### src/rtl/gfau_point_add_seq_if.sv
// GFAU request/response bus. The point-add sequencer is the master; the
// GF(p) arithmetic unit answering the requests is the slave.
interface gfau_point_add_seq_if #(
    parameter int SIZE = 32
);
    logic [SIZE-1:0] o_gfau_in_0;
    logic [SIZE-1:0] o_gfau_in_1;
    logic [SIZE-1:0] o_gfau_prime;
    logic [1:0]      o_gfau_op;
    logic            o_gfau_start;
    logic            i_gfau_done;
    logic [SIZE-1:0] i_gfau_result;

    modport master (
        output o_gfau_in_0, o_gfau_in_1, o_gfau_prime, o_gfau_op, o_gfau_start,
        input  i_gfau_done, i_gfau_result
    );

    modport slave (
        input  o_gfau_in_0, o_gfau_in_1, o_gfau_prime, o_gfau_op, o_gfau_start,
        output i_gfau_done, i_gfau_result
    );
endinterface

### src/rtl/gfau_point_add_seq.sv
// Affine elliptic-curve point addition P3 = P1 + P2 sequenced over an external
// GFAU. A fixed nine-step microprogram issues one field operation at a time;
// this block itself only compares, counts and steers operands.
module gfau_point_add_seq #(
    parameter int SIZE    = 32,
    parameter int TIMEOUT = 1023
) (
    input  logic                  i_clk,
    input  logic                  i_rst,
    input  logic                  i_start,
    input  logic [SIZE-1:0]       i_x1,
    input  logic [SIZE-1:0]       i_y1,
    input  logic [SIZE-1:0]       i_x2,
    input  logic [SIZE-1:0]       i_y2,
    input  logic [SIZE-1:0]       i_prime,
    output logic                  o_busy,
    output logic                  o_done,
    output logic [1:0]            o_err,
    output logic [SIZE-1:0]       o_x3,
    output logic [SIZE-1:0]       o_y3,
    gfau_point_add_seq_if.master  m_gfau
);
    // Timeout counter runs 0..TIMEOUT-1 while waiting on a single response.
    localparam int TMO_W = (TIMEOUT < 2) ? 1 : $clog2(TIMEOUT);

    localparam logic [1:0] OP_ADD  = 2'd0;
    localparam logic [1:0] OP_SUB  = 2'd1;
    localparam logic [1:0] OP_MUL  = 2'd2;
    localparam logic [1:0] OP_DIV  = 2'd3;

    localparam logic [1:0] ERR_OK  = 2'd0;
    localparam logic [1:0] ERR_EQX = 2'd1;
    localparam logic [1:0] ERR_TMO = 2'd2;

    typedef enum logic [1:0] {S_IDLE, S_ISSUE, S_WAIT, S_FIN} state_t;

    state_t           r_state, w_state_n;
    logic [3:0]       r_step, w_step_n;
    logic [TMO_W-1:0] r_tmo;

    // Latched operands and microprogram temporaries.
    logic [SIZE-1:0]  r_x1, r_y1, r_x2, r_y2, r_prime;
    logic [SIZE-1:0]  r_t0, r_t1, r_l, r_t2, r_x3, r_t3;
    logic [SIZE-1:0]  w_x1_n, w_y1_n, w_x2_n, w_y2_n, w_prime_n;
    logic [SIZE-1:0]  w_t0_n, w_t1_n, w_l_n, w_t2_n, w_x3_n, w_t3_n;

    // GFAU launch registers and the operand selection feeding them.
    logic [1:0]       r_gfau_op, w_op;
    logic [SIZE-1:0]  r_gfau_in_0, r_gfau_in_1, r_gfau_prime;
    logic [SIZE-1:0]  w_in_0, w_in_1;

    logic [SIZE-1:0]  r_x3_out, r_y3_out;
    logic [1:0]       r_err;

    logic             w_same_x, w_accept, w_resp, w_last, w_tmo_hit;

    assign w_same_x  = (i_x1 == i_x2);
    assign w_accept  = (r_state == S_IDLE) && i_start;
    assign w_resp    = (r_state == S_WAIT) && m_gfau.i_gfau_done;
    assign w_last    = (r_step == 4'd8);
    assign w_tmo_hit = (r_state == S_WAIT) && !m_gfau.i_gfau_done
                       && (r_tmo == TMO_W'(TIMEOUT - 1));

    assign m_gfau.o_gfau_op    = r_gfau_op;
    assign m_gfau.o_gfau_in_0  = r_gfau_in_0;
    assign m_gfau.o_gfau_in_1  = r_gfau_in_1;
    assign m_gfau.o_gfau_prime = r_gfau_prime;

    assign o_err = r_err;
    assign o_x3  = r_x3_out;
    assign o_y3  = r_y3_out;

    // State register.
    always_ff @(posedge i_clk or posedge i_rst) begin
        if (i_rst) r_state <= S_IDLE;
        else       r_state <= w_state_n;
    end

    // Next-state logic: equal x short-circuits to FIN, timeout aborts a wait.
    always_comb begin
        w_state_n = r_state;
        case (r_state)
            S_IDLE:  if (i_start) w_state_n = w_same_x ? S_FIN : S_ISSUE;
            S_ISSUE: w_state_n = S_WAIT;
            S_WAIT: begin
                if (w_resp)         w_state_n = w_last ? S_FIN : S_ISSUE;
                else if (w_tmo_hit) w_state_n = S_FIN;
            end
            S_FIN:   w_state_n = S_IDLE;
            default: w_state_n = S_IDLE;
        endcase
    end

    // Moore outputs decoded from the current state.
    always_comb begin
        o_busy              = (r_state != S_IDLE);
        o_done              = (r_state == S_FIN);
        m_gfau.o_gfau_start = (r_state == S_ISSUE);
    end

    // Next values of step and register file: a response is only accepted in WAIT.
    always_comb begin
        w_step_n  = r_step;
        w_x1_n    = r_x1;
        w_y1_n    = r_y1;
        w_x2_n    = r_x2;
        w_y2_n    = r_y2;
        w_prime_n = r_prime;
        w_t0_n    = r_t0;
        w_t1_n    = r_t1;
        w_l_n     = r_l;
        w_t2_n    = r_t2;
        w_x3_n    = r_x3;
        w_t3_n    = r_t3;
        if (w_accept && !w_same_x) begin
            w_step_n  = 4'd0;
            w_x1_n    = i_x1;
            w_y1_n    = i_y1;
            w_x2_n    = i_x2;
            w_y2_n    = i_y2;
            w_prime_n = i_prime;
        end
        if (w_resp) begin
            if (!w_last) w_step_n = r_step + 4'd1;
            case (r_step)
                4'd0:       w_t0_n = m_gfau.i_gfau_result;
                4'd1:       w_t1_n = m_gfau.i_gfau_result;
                4'd2:       w_l_n  = m_gfau.i_gfau_result;
                4'd3, 4'd4: w_t2_n = m_gfau.i_gfau_result;
                4'd5:       w_x3_n = m_gfau.i_gfau_result;
                4'd6, 4'd7: w_t3_n = m_gfau.i_gfau_result;
                default:    ;
            endcase
        end
    end

    // Operand selection for the step about to be issued, using the values the
    // registers will hold after this edge so a fresh result feeds straight in.
    always_comb begin
        w_op   = OP_ADD;
        w_in_0 = '0;
        w_in_1 = '0;
        case (w_step_n)
            4'd0: begin w_op = OP_SUB; w_in_0 = w_y2_n; w_in_1 = w_y1_n; end
            4'd1: begin w_op = OP_SUB; w_in_0 = w_x2_n; w_in_1 = w_x1_n; end
            4'd2: begin w_op = OP_DIV; w_in_0 = w_t0_n; w_in_1 = w_t1_n; end
            4'd3: begin w_op = OP_MUL; w_in_0 = w_l_n;  w_in_1 = w_l_n;  end
            4'd4: begin w_op = OP_SUB; w_in_0 = w_t2_n; w_in_1 = w_x1_n; end
            4'd5: begin w_op = OP_SUB; w_in_0 = w_t2_n; w_in_1 = w_x2_n; end
            4'd6: begin w_op = OP_SUB; w_in_0 = w_x1_n; w_in_1 = w_x3_n; end
            4'd7: begin w_op = OP_MUL; w_in_0 = w_l_n;  w_in_1 = w_t3_n; end
            4'd8: begin w_op = OP_SUB; w_in_0 = w_t3_n; w_in_1 = w_y1_n; end
            default: ;
        endcase
    end

    // Step and timeout counters; the timeout count restarts with every issue.
    always_ff @(posedge i_clk or posedge i_rst) begin
        if (i_rst) begin
            r_step <= '0;
            r_tmo  <= '0;
        end else begin
            r_step <= w_step_n;
            if (r_state == S_ISSUE)
                r_tmo <= '0;
            else if ((r_state == S_WAIT) && !m_gfau.i_gfau_done)
                r_tmo <= r_tmo + 1'b1;
        end
    end

    // Operand latches and microprogram temporaries.
    always_ff @(posedge i_clk or posedge i_rst) begin
        if (i_rst) begin
            r_x1    <= '0;
            r_y1    <= '0;
            r_x2    <= '0;
            r_y2    <= '0;
            r_prime <= '0;
            r_t0    <= '0;
            r_t1    <= '0;
            r_l     <= '0;
            r_t2    <= '0;
            r_x3    <= '0;
            r_t3    <= '0;
        end else begin
            r_x1    <= w_x1_n;
            r_y1    <= w_y1_n;
            r_x2    <= w_x2_n;
            r_y2    <= w_y2_n;
            r_prime <= w_prime_n;
            r_t0    <= w_t0_n;
            r_t1    <= w_t1_n;
            r_l     <= w_l_n;
            r_t2    <= w_t2_n;
            r_x3    <= w_x3_n;
            r_t3    <= w_t3_n;
        end
    end

    // GFAU request registers: loaded on entry to ISSUE, held until the next issue.
    always_ff @(posedge i_clk or posedge i_rst) begin
        if (i_rst) begin
            r_gfau_op    <= OP_ADD;
            r_gfau_in_0  <= '0;
            r_gfau_in_1  <= '0;
            r_gfau_prime <= '0;
        end else if (w_state_n == S_ISSUE) begin
            r_gfau_op    <= w_op;
            r_gfau_in_0  <= w_in_0;
            r_gfau_in_1  <= w_in_1;
            r_gfau_prime <= w_prime_n;
        end
    end

    // Result and status: written only on the edge that enters FIN.
    always_ff @(posedge i_clk or posedge i_rst) begin
        if (i_rst) begin
            r_x3_out <= '0;
            r_y3_out <= '0;
            r_err    <= ERR_OK;
        end else if (w_accept && w_same_x) begin
            r_x3_out <= '0;
            r_y3_out <= '0;
            r_err    <= ERR_EQX;
        end else if (w_resp && w_last) begin
            r_x3_out <= r_x3;
            r_y3_out <= m_gfau.i_gfau_result;
            r_err    <= ERR_OK;
        end else if (w_tmo_hit) begin
            r_x3_out <= '0;
            r_y3_out <= '0;
            r_err    <= ERR_TMO;
        end
    end
endmodule
### src/flat_wrapper.sv
// flat-port wrapper written by rule: the top's interface ports become plain ports
module gfau_point_add_seq_flat 
#(
    parameter int SIZE    = 32,
    parameter int TIMEOUT = 1023
)
  (i_clk, i_rst, i_start, i_x1, i_y1, i_x2, i_y2, i_prime, o_busy, o_done, o_err, o_x3, o_y3, m_gfau_o_gfau_in_0, m_gfau_o_gfau_in_1, m_gfau_o_gfau_prime, m_gfau_o_gfau_op, m_gfau_o_gfau_start, m_gfau_i_gfau_done, m_gfau_i_gfau_result);
  gfau_point_add_seq_if #(.SIZE(SIZE)) m_gfau_i ();
  input  logic i_clk;
  input  logic i_rst;
  input  logic i_start;
  input  logic [SIZE-1:0] i_x1;
  input  logic [SIZE-1:0] i_y1;
  input  logic [SIZE-1:0] i_x2;
  input  logic [SIZE-1:0] i_y2;
  input  logic [SIZE-1:0] i_prime;
  output logic o_busy;
  output logic o_done;
  output logic [1:0] o_err;
  output logic [SIZE-1:0] o_x3;
  output logic [SIZE-1:0] o_y3;
  output wire logic [$bits(m_gfau_i.o_gfau_in_0)-1:0] m_gfau_o_gfau_in_0;
  output wire logic [$bits(m_gfau_i.o_gfau_in_1)-1:0] m_gfau_o_gfau_in_1;
  output wire logic [$bits(m_gfau_i.o_gfau_prime)-1:0] m_gfau_o_gfau_prime;
  output wire logic [$bits(m_gfau_i.o_gfau_op)-1:0] m_gfau_o_gfau_op;
  output wire logic [$bits(m_gfau_i.o_gfau_start)-1:0] m_gfau_o_gfau_start;
  input wire logic [$bits(m_gfau_i.i_gfau_done)-1:0] m_gfau_i_gfau_done;
  input wire logic [$bits(m_gfau_i.i_gfau_result)-1:0] m_gfau_i_gfau_result;
  assign m_gfau_o_gfau_in_0 = m_gfau_i.o_gfau_in_0;
  assign m_gfau_o_gfau_in_1 = m_gfau_i.o_gfau_in_1;
  assign m_gfau_o_gfau_prime = m_gfau_i.o_gfau_prime;
  assign m_gfau_o_gfau_op = m_gfau_i.o_gfau_op;
  assign m_gfau_o_gfau_start = m_gfau_i.o_gfau_start;
  assign m_gfau_i.i_gfau_done = m_gfau_i_gfau_done;
  assign m_gfau_i.i_gfau_result = m_gfau_i_gfau_result;
  gfau_point_add_seq #(.SIZE(SIZE), .TIMEOUT(TIMEOUT)) u_core (.i_clk(i_clk), .i_rst(i_rst), .i_start(i_start), .i_x1(i_x1), .i_y1(i_y1), .i_x2(i_x2), .i_y2(i_y2), .i_prime(i_prime), .o_busy(o_busy), .o_done(o_done), .o_err(o_err), .o_x3(o_x3), .o_y3(o_y3), .m_gfau(m_gfau_i));
endmodule
### config.mk
export PLATFORM = sky130hd
export DESIGN_NAME = gfau_point_add_seq_flat
export DESIGN_NICKNAME = d
export VERILOG_FILES = /design/src/rtl/gfau_point_add_seq_if.sv /design/src/rtl/gfau_point_add_seq.sv /design/src/flat_wrapper.sv
export SDC_FILE = /design/constraint.sdc
export NUM_CORES = 1
export LEC_CHECK = 0
export CORE_ASPECT_RATIO = 1.75
export CORE_MARGIN = 2
export CORE_UTILIZATION = 40
export CTS_CLUSTER_SIZE = 12
export DETAILED_ROUTE_END_ITERATION = 7
export SLEW_MARGIN = 20
export SYNTH_ARGS = -nofsm -noshare
export SYNTH_HDL_FRONTEND = slang
export SYNTH_SLANG_ARGS = --single-unit
### constraint.sdc
create_clock -name i_clk -period 21.4 [get_ports i_clk]
set_input_delay 5.35 -clock i_clk [delete_from_list [all_inputs] [get_ports i_clk]]
set_output_delay 5.35 -clock i_clk [all_outputs]
set_load 0.1 [all_outputs]
==> results of run 1 <==
==> cells in the mapped netlist, types with 3 or more instances <==
master / instances
mux2i_1: 57
inv_1: 62
a22oi_1: 32
o22a_1: 5
clkbuf_1: 101
nand2_1: 564
o21ai_0: 19
a221o_1: 9
nand2b_1: 26
mux2_2: 171
buf_2: 51
nand4_1: 9
dfrtp_1: 532
nor2_1: 70
a31oi_1: 10
nor4_1: 11
a22o_1: 89
o211a_1: 8
and2_1: 11
nand4b_1: 3
a21oi_1: 34
a32oi_1: 47
a221oi_1: 34
a222oi_1: 33
o22ai_1: 27
and3_1: 7
ha_1: 6
o311a_1: 15
buf_1: 17
nand3_1: 62
a32o_1: 56
nor3_1: 17
o211ai_1: 7
a21o_1: 35
xnor2_1: 34
==> where the power goes <==
part / internal (uW) / total, uW / switching [uW]
Combinational: 652 / 2100 / 1450
Sequential: 1350 / 1570 / 221
Clock: 477 / 871 / 394
Total: 2480 / 4550 / 2060
==> stage by stage <==
step / utilization (%) / worst slack, ns / instances / hold slack [ns] / cell area [sq um]
2_1_floorplan: - / 1.18 / 2297 / 0.436 / 24400
3_3_place_gp: 47.6 / 10.39 / 3304 / 0.449 / 28700
3_5_place_dp: 47.7 / 10.79 / 3305 / 0.453 / 28700
4_1_cts: 50.2 / 11.42 / 3382 / 0.468 / 30200
5_1_grt: 50.2 / 11.40 / 3383 / 0.484 / 30200
6_report: 50.2 / 11.30 / 3386 / 0.465 / 30200
==> worst min-delay path: stages, from the launching register on <==
cell and delay [ns]:
dfrtp_1 0.32, nand2_1 0.04, nand2_1 0.07
==> worst paths after layout <==
check	to	slack, ns	depth (start not counted)
max	u_core.m_gfau.o_gfau_in_1[20]$_DFFE_PP0N_	11.30	10
min	u_core.r_prime[23]$_DFF_PP0_	0.46	2
max reg2reg	u_core.m_gfau.o_gfau_in_1[19]$_DFFE_PP0N_	17.02	8
min reg2reg	u_core.r_prime[23]$_DFF_PP0_	0.46	2
max in group asynchronous	u_core.m_gfau.o_gfau_prime[16]$_DFFE_PP0N_	12.15	6
min in group asynchronous	u_core.o_x3[4]$_DFFE_PP0P_	5.27	2
==> layer usage <==
metal	global-route usage (%)	vias to the layer above	part of all wire [%]
met5	0	-	0.015
met4	13.3	2	5.1
met3	5.02	202	7.7
met2	45.9	1057	48
met1	34.9	10100	39
li1	-	8786	-
==> area by class of cell <==
type	count	area share, %
tap	786	3.26
clock inverter	4	0.174
timing repair buffer	394	12.9
antenna	4	0.0332
sequential	532	44.1
clock buffer	73	4.81
multi-input combinational	1530	33.9
inverter	63	0.808
==> cell families after synthesis <==
logic type | after synthesis | synth area share (%)
flip-flops | 532 | 54.6
AO/OA/AOI/OAI | 466 | 15.8
XOR/XNOR | 35 | 1.26
multiplexers | 229 | 10.3
buffers and inverters | 235 | 3.96
AND/OR/NAND/NOR | 794 | 13.7
adder cells (fa/ha/maj) | 6 | 0.308
==> results.yml, run 1 <==
sta:
  worst_slew_pin_slew_ns: 1.20
  fmax_ghz: 0.0990
  fin_worst_skew_ns: 0.0175
  fin_setup_tns_ns: 0
  fin_crit_ns: 10.10
  rsz0062_at_grt: "false"
  final-setup-viol-count: 0
  hold_viol_final: 0
  post-route-period-util_pct: 47.2
  slew_viol_final: 0
  maxSlewHeadroom_pct: 19.5
setup_path:
  startpoint_type: "input port"
  crit_family: "simple AND/OR/NAND/NOR gates"
  cp_max_fo: 26
  crit_chain: "clkdlybuf4s50_1 > xnor2_1 > nand4_1 > or4_1 > o21ai_4 > nand2_1 > nor3b_4 > buf_4 > a222oi_1 > a32oi_1"
  slowest_delay_ns: 0.96
  critPathSlowestCell: "xnor2_1"
  worst-path-buf-inv: 2
  critPathLaunch: "i_x2[24]"
  arrival_ns: 10.60
  critPathKind: "in2reg"
  r2r_start: "u_core.r_state[0]$_DFF_PP0_"
  required_ns: 21.90
  end_kind: "flip-flop"
synthesis:
  synth_top_cell_by_area: "dfrtp_1"
  mappedNetlistArea_sq_um: 24400
  synth_nets: 2499
  synth_edf_count: 0
  yosys_register_bits: 532
  ys_top_cells_by_area: "dfrtp_1, nand2_1, mux2_2, a22o_1, mux2i_1"
  ys_seq_area_share_pct: 54.6
  yosysUniqueCellTypes: 55
  async_flop_share_pct: 100
  syn_inst: 2297
  yosys_most_used_dff: "dfrtp_1"
  synth.top_cell.area_share_pct: 54.6
  avgSynthCellArea_sq_um: 10.6
  ys_warn_count: 0
floorplan:
  dieWidth_um: 191
  core_sq_um: 60200
  design.die.area_sq_um: 63000
  floorplan.initialDensity_pct: 40.5
  io_pins: 363
  die_y_um: 330
  row_count: 119
clocking:
  clock_latency_ns: 0.60
  postCtsHoldBufs: 0
  ctsResizeCount: 0
  cts_htree_levels: 2
  cts_tree: "built"
  cts_buffer_depth: 3
  cts_root_buf: "clkbuf_16"
  post_cts_buffers: 0
  clkSinkCount: 532
  clk_pin_slew_ns: 0.06
  cts_buffers: 52
pwr:
  leakage_uw: 0.0143
  p_total_uw: 4550
  peakVddDrop_uv: 100
  power.density_nw_per_um2: 151
routing:
  wl_per_cell_um: 26.2
  drt-total-wl_mm: 88.7
  dr_total_vias: 20200
  drc: 0
  viasPerCell: 5.96
  drt_iter0_markers: 2020
  postRouteAntennaNets: 0
  dr.pass1.iters: 8
finish:
  drive_above_1_share_pct: 11.4
  final_common_cell: "nand2_1"
  final-seq-area_sq_um: 13300
  final_nets: 2775
  area_growth_pct: 23.9
  fillers: 5570
  final_cell_mix: "nand2_1, dfrtp_1, clkdlybuf4s50_1, mux2_2, a22o_1"
  multi_input_area_sq_um: 10200
placed_design:
  portBuffers: 362
  place.gp.congestion: 0.933
  place.detailed.hpwl_mm: 59.8
flow_run:
  drv_cap: 0
global_routing:
  antenna_found_initial: 4
  track_usage_pct: 27.7
  grt_max_degree: 196
  grt_overflow: 0
  grt_pass1_vias: 20100
  grt_pass1_wl_mm: 130
min_path:
  min-delay-start: "u_core.r_prime[23]$_DFF_PP0_"
  hold_class: "reg2reg"
status:
  status: "complete, no violations"
Note: power is estimated with default switching activity, not from simulation.
==> run 2: changes to the inputs <==
==> constraint.sdc (replaced) <==
create_clock -name i_clk -period 8.5 [get_ports i_clk]
set_input_delay 2.125 -clock i_clk [delete_from_list [all_inputs] [get_ports i_clk]]
set_output_delay 2.125 -clock i_clk [all_outputs]
set_load 0.1 [all_outputs]
==> results.yml, run 2 (synthesis gave the netlist of run 1 again) <==
finish:
  fillers: 5501
  drive_above_1_share_pct: 11.8
  final_area_sq_um: 30400
  multi_input_area_sq_um: 10200
  area_growth_pct: 24.6
  final-seq-area_sq_um: 13300
  final_nets: 2779
  final_common_cell: "nand2_1"
  final_cell_mix: "nand2_1, dfrtp_1, clkdlybuf4s50_1, mux2_2, a22o_1"
floorplan:
  floorplan.initialDensity_pct: 40.5
  row_count: 119
  io_pins: 363
  die_y_um: 330
  dieWidth_um: 191
  design.die.area_sq_um: 63000
  core_sq_um: 60200
sta:
  final-setup-viol-count: 0
  rsz0062_at_grt: "false"
  holdWs_ns: 0.464
  maxSlewHeadroom_pct: 24.6
  fin_worst_skew_ns: 0.0184
  slew_viol_final: 0
  fmax_ghz: 0.157
  post-route-period-util_pct: 75.1
  worst_slew_pin_slew_ns: 1.13
  fin_crit_ns: 6.39
  hold_viol_final: 0
  fin_setup_tns_ns: 0
routing:
  dr_total_vias: 20000
  viasPerCell: 5.91
  dr.pass1.iters: 8
  wl_per_cell_um: 25.7
  drt_iter0_markers: 2002
  drt-total-wl_mm: 87.3
  postRouteAntennaNets: 0
  drc: 0
pwr:
  leakage_uw: 0.0144
  p_sw_uw: 5170
  p_comb_share_pct: 45.9
  pwr-share-seq_pct: 34.4
  switching_share_pct: 45.0
  internal_power_uw: 6330
  peakVddDrop_uv: 290
  power.density_nw_per_um2: 379
  p_total_uw: 11500
  clkPwrFrac_pct: 19.7
setup_path:
  critPathKind: "in2reg"
  arrival_ns: 6.94
  rr_worst_depth: 8
  startpoint_type: "input port"
  required_ns: 9.05
  end_kind: "flip-flop"
  cp_max_fo: 219
global_routing:
  antenna_found_initial: 5
  grt_max_degree: 220
  grt_pass1_vias: 20500
  track_usage_pct: 27.6
  grt_pass1_wl_mm: 130
  grt_overflow: 0
status:
  status: "complete, no violations"
placed_design:
  dpl-instance-area_sq_um: 28700
  place.detailed.hpwl_mm: 58.8
  portBuffers: 362
  place.gp.congestion: 0.894
min_path:
  whs_path_depth: 2
  hold_class: "reg2reg"
clocking:
  cts_root_buf: "clkbuf_16"
  clock_latency_ns: 0.62
  clk_pin_slew_ns: 0.06
  ctsResizeCount: 0
  cts_tree: "built"
  cts_buffers: 53
  post_cts_buffers: 0
  cts_htree_levels: 2
  postCtsHoldBufs: 0
  clkSinkCount: 532
  cts_buffer_depth: 3
flow_run:
  drv_cap: 0
==> run 2: cell type report <==
type                    instances  area share [%]
clock buffers                  78            5.08
well taps                     786            3.24
repair buffers                397            13.1
flip-flops and latches        532            43.8
diodes                          2          0.0165
inverters                      63           0.791
multi-input cells            1530            33.7
clock inverters                 5           0.177
==> run 2: critical path, cell delays in order <==
cell and delay (ns):
clkdlybuf4s50_1 0.44, xnor2_1 0.87, nand4_1 0.32, or4_1 0.76
o21ai_4 0.25, buf_12 0.77, and3_2 0.91, a22oi_1 0.22
nand3_1 0.11, a22o_1 0.13
==> run 2: power by group through the flow <==
stage	Sequential (uW)	Combinational, uW	Clock, uW
after global placement	3950	5170	0
after floorplan	5030	2550	0
after CTS	3940	5260	2330
after detailed placement	3980	5240	0
final	3950	5280	2270
after global routing	4030	5610	2420
==> run 2: through the flow <==
| step | setup WS (ns) | cells | util [%] |
|---|---|---|---|
| finish | 2.11 | 3393 | 50.5 |
| global route | 1.99 | 3393 | 50.5 |
| floorplan | -0.857 | 2297 | - |
| global placement | 0.812 | 3305 | 47.7 |
| CTS | 2.06 | 3389 | 50.4 |
| detailed placement | 1.41 | 3306 | 47.7 |
==> run 2: layer usage <==
layer	GRT usage (%)	vias up	share of wire, %
met1	35.0	10100	40
li1	-	8788	-
met2	45.3	942	48
met3	5.20	200	7.1
met5	0	-	0.042
met4	13.6	6	5.3
==> run 2: path summary, 6_finish.rpt <==
path / from / endpoint / slack, ns
worst max-delay path: i_x2[24] / u_core.m_gfau.o_gfau_in_0[4]$_DFFE_PP0N_ / 2.11
worst min register to register: u_core.r_prime[30]$_DFF_PP0_ / u_core.r_prime[30]$_DFF_PP0_ / 0.46
max in group asynchronous: i_rst / u_core.r_t0[4]$_DFF_PP0_ / 4.92
min in group asynchronous: i_rst / u_core.o_y3[9]$_DFFE_PP0P_ / 2.08
worst max register to register: u_core.r_state[1]$_DFF_PP0_ / u_core.m_gfau.o_gfau_in_1[7]$_DFFE_PP0N_ / 4.20
worst min-delay path: u_core.r_prime[30]$_DFF_PP0_ / u_core.r_prime[30]$_DFF_PP0_ / 0.46
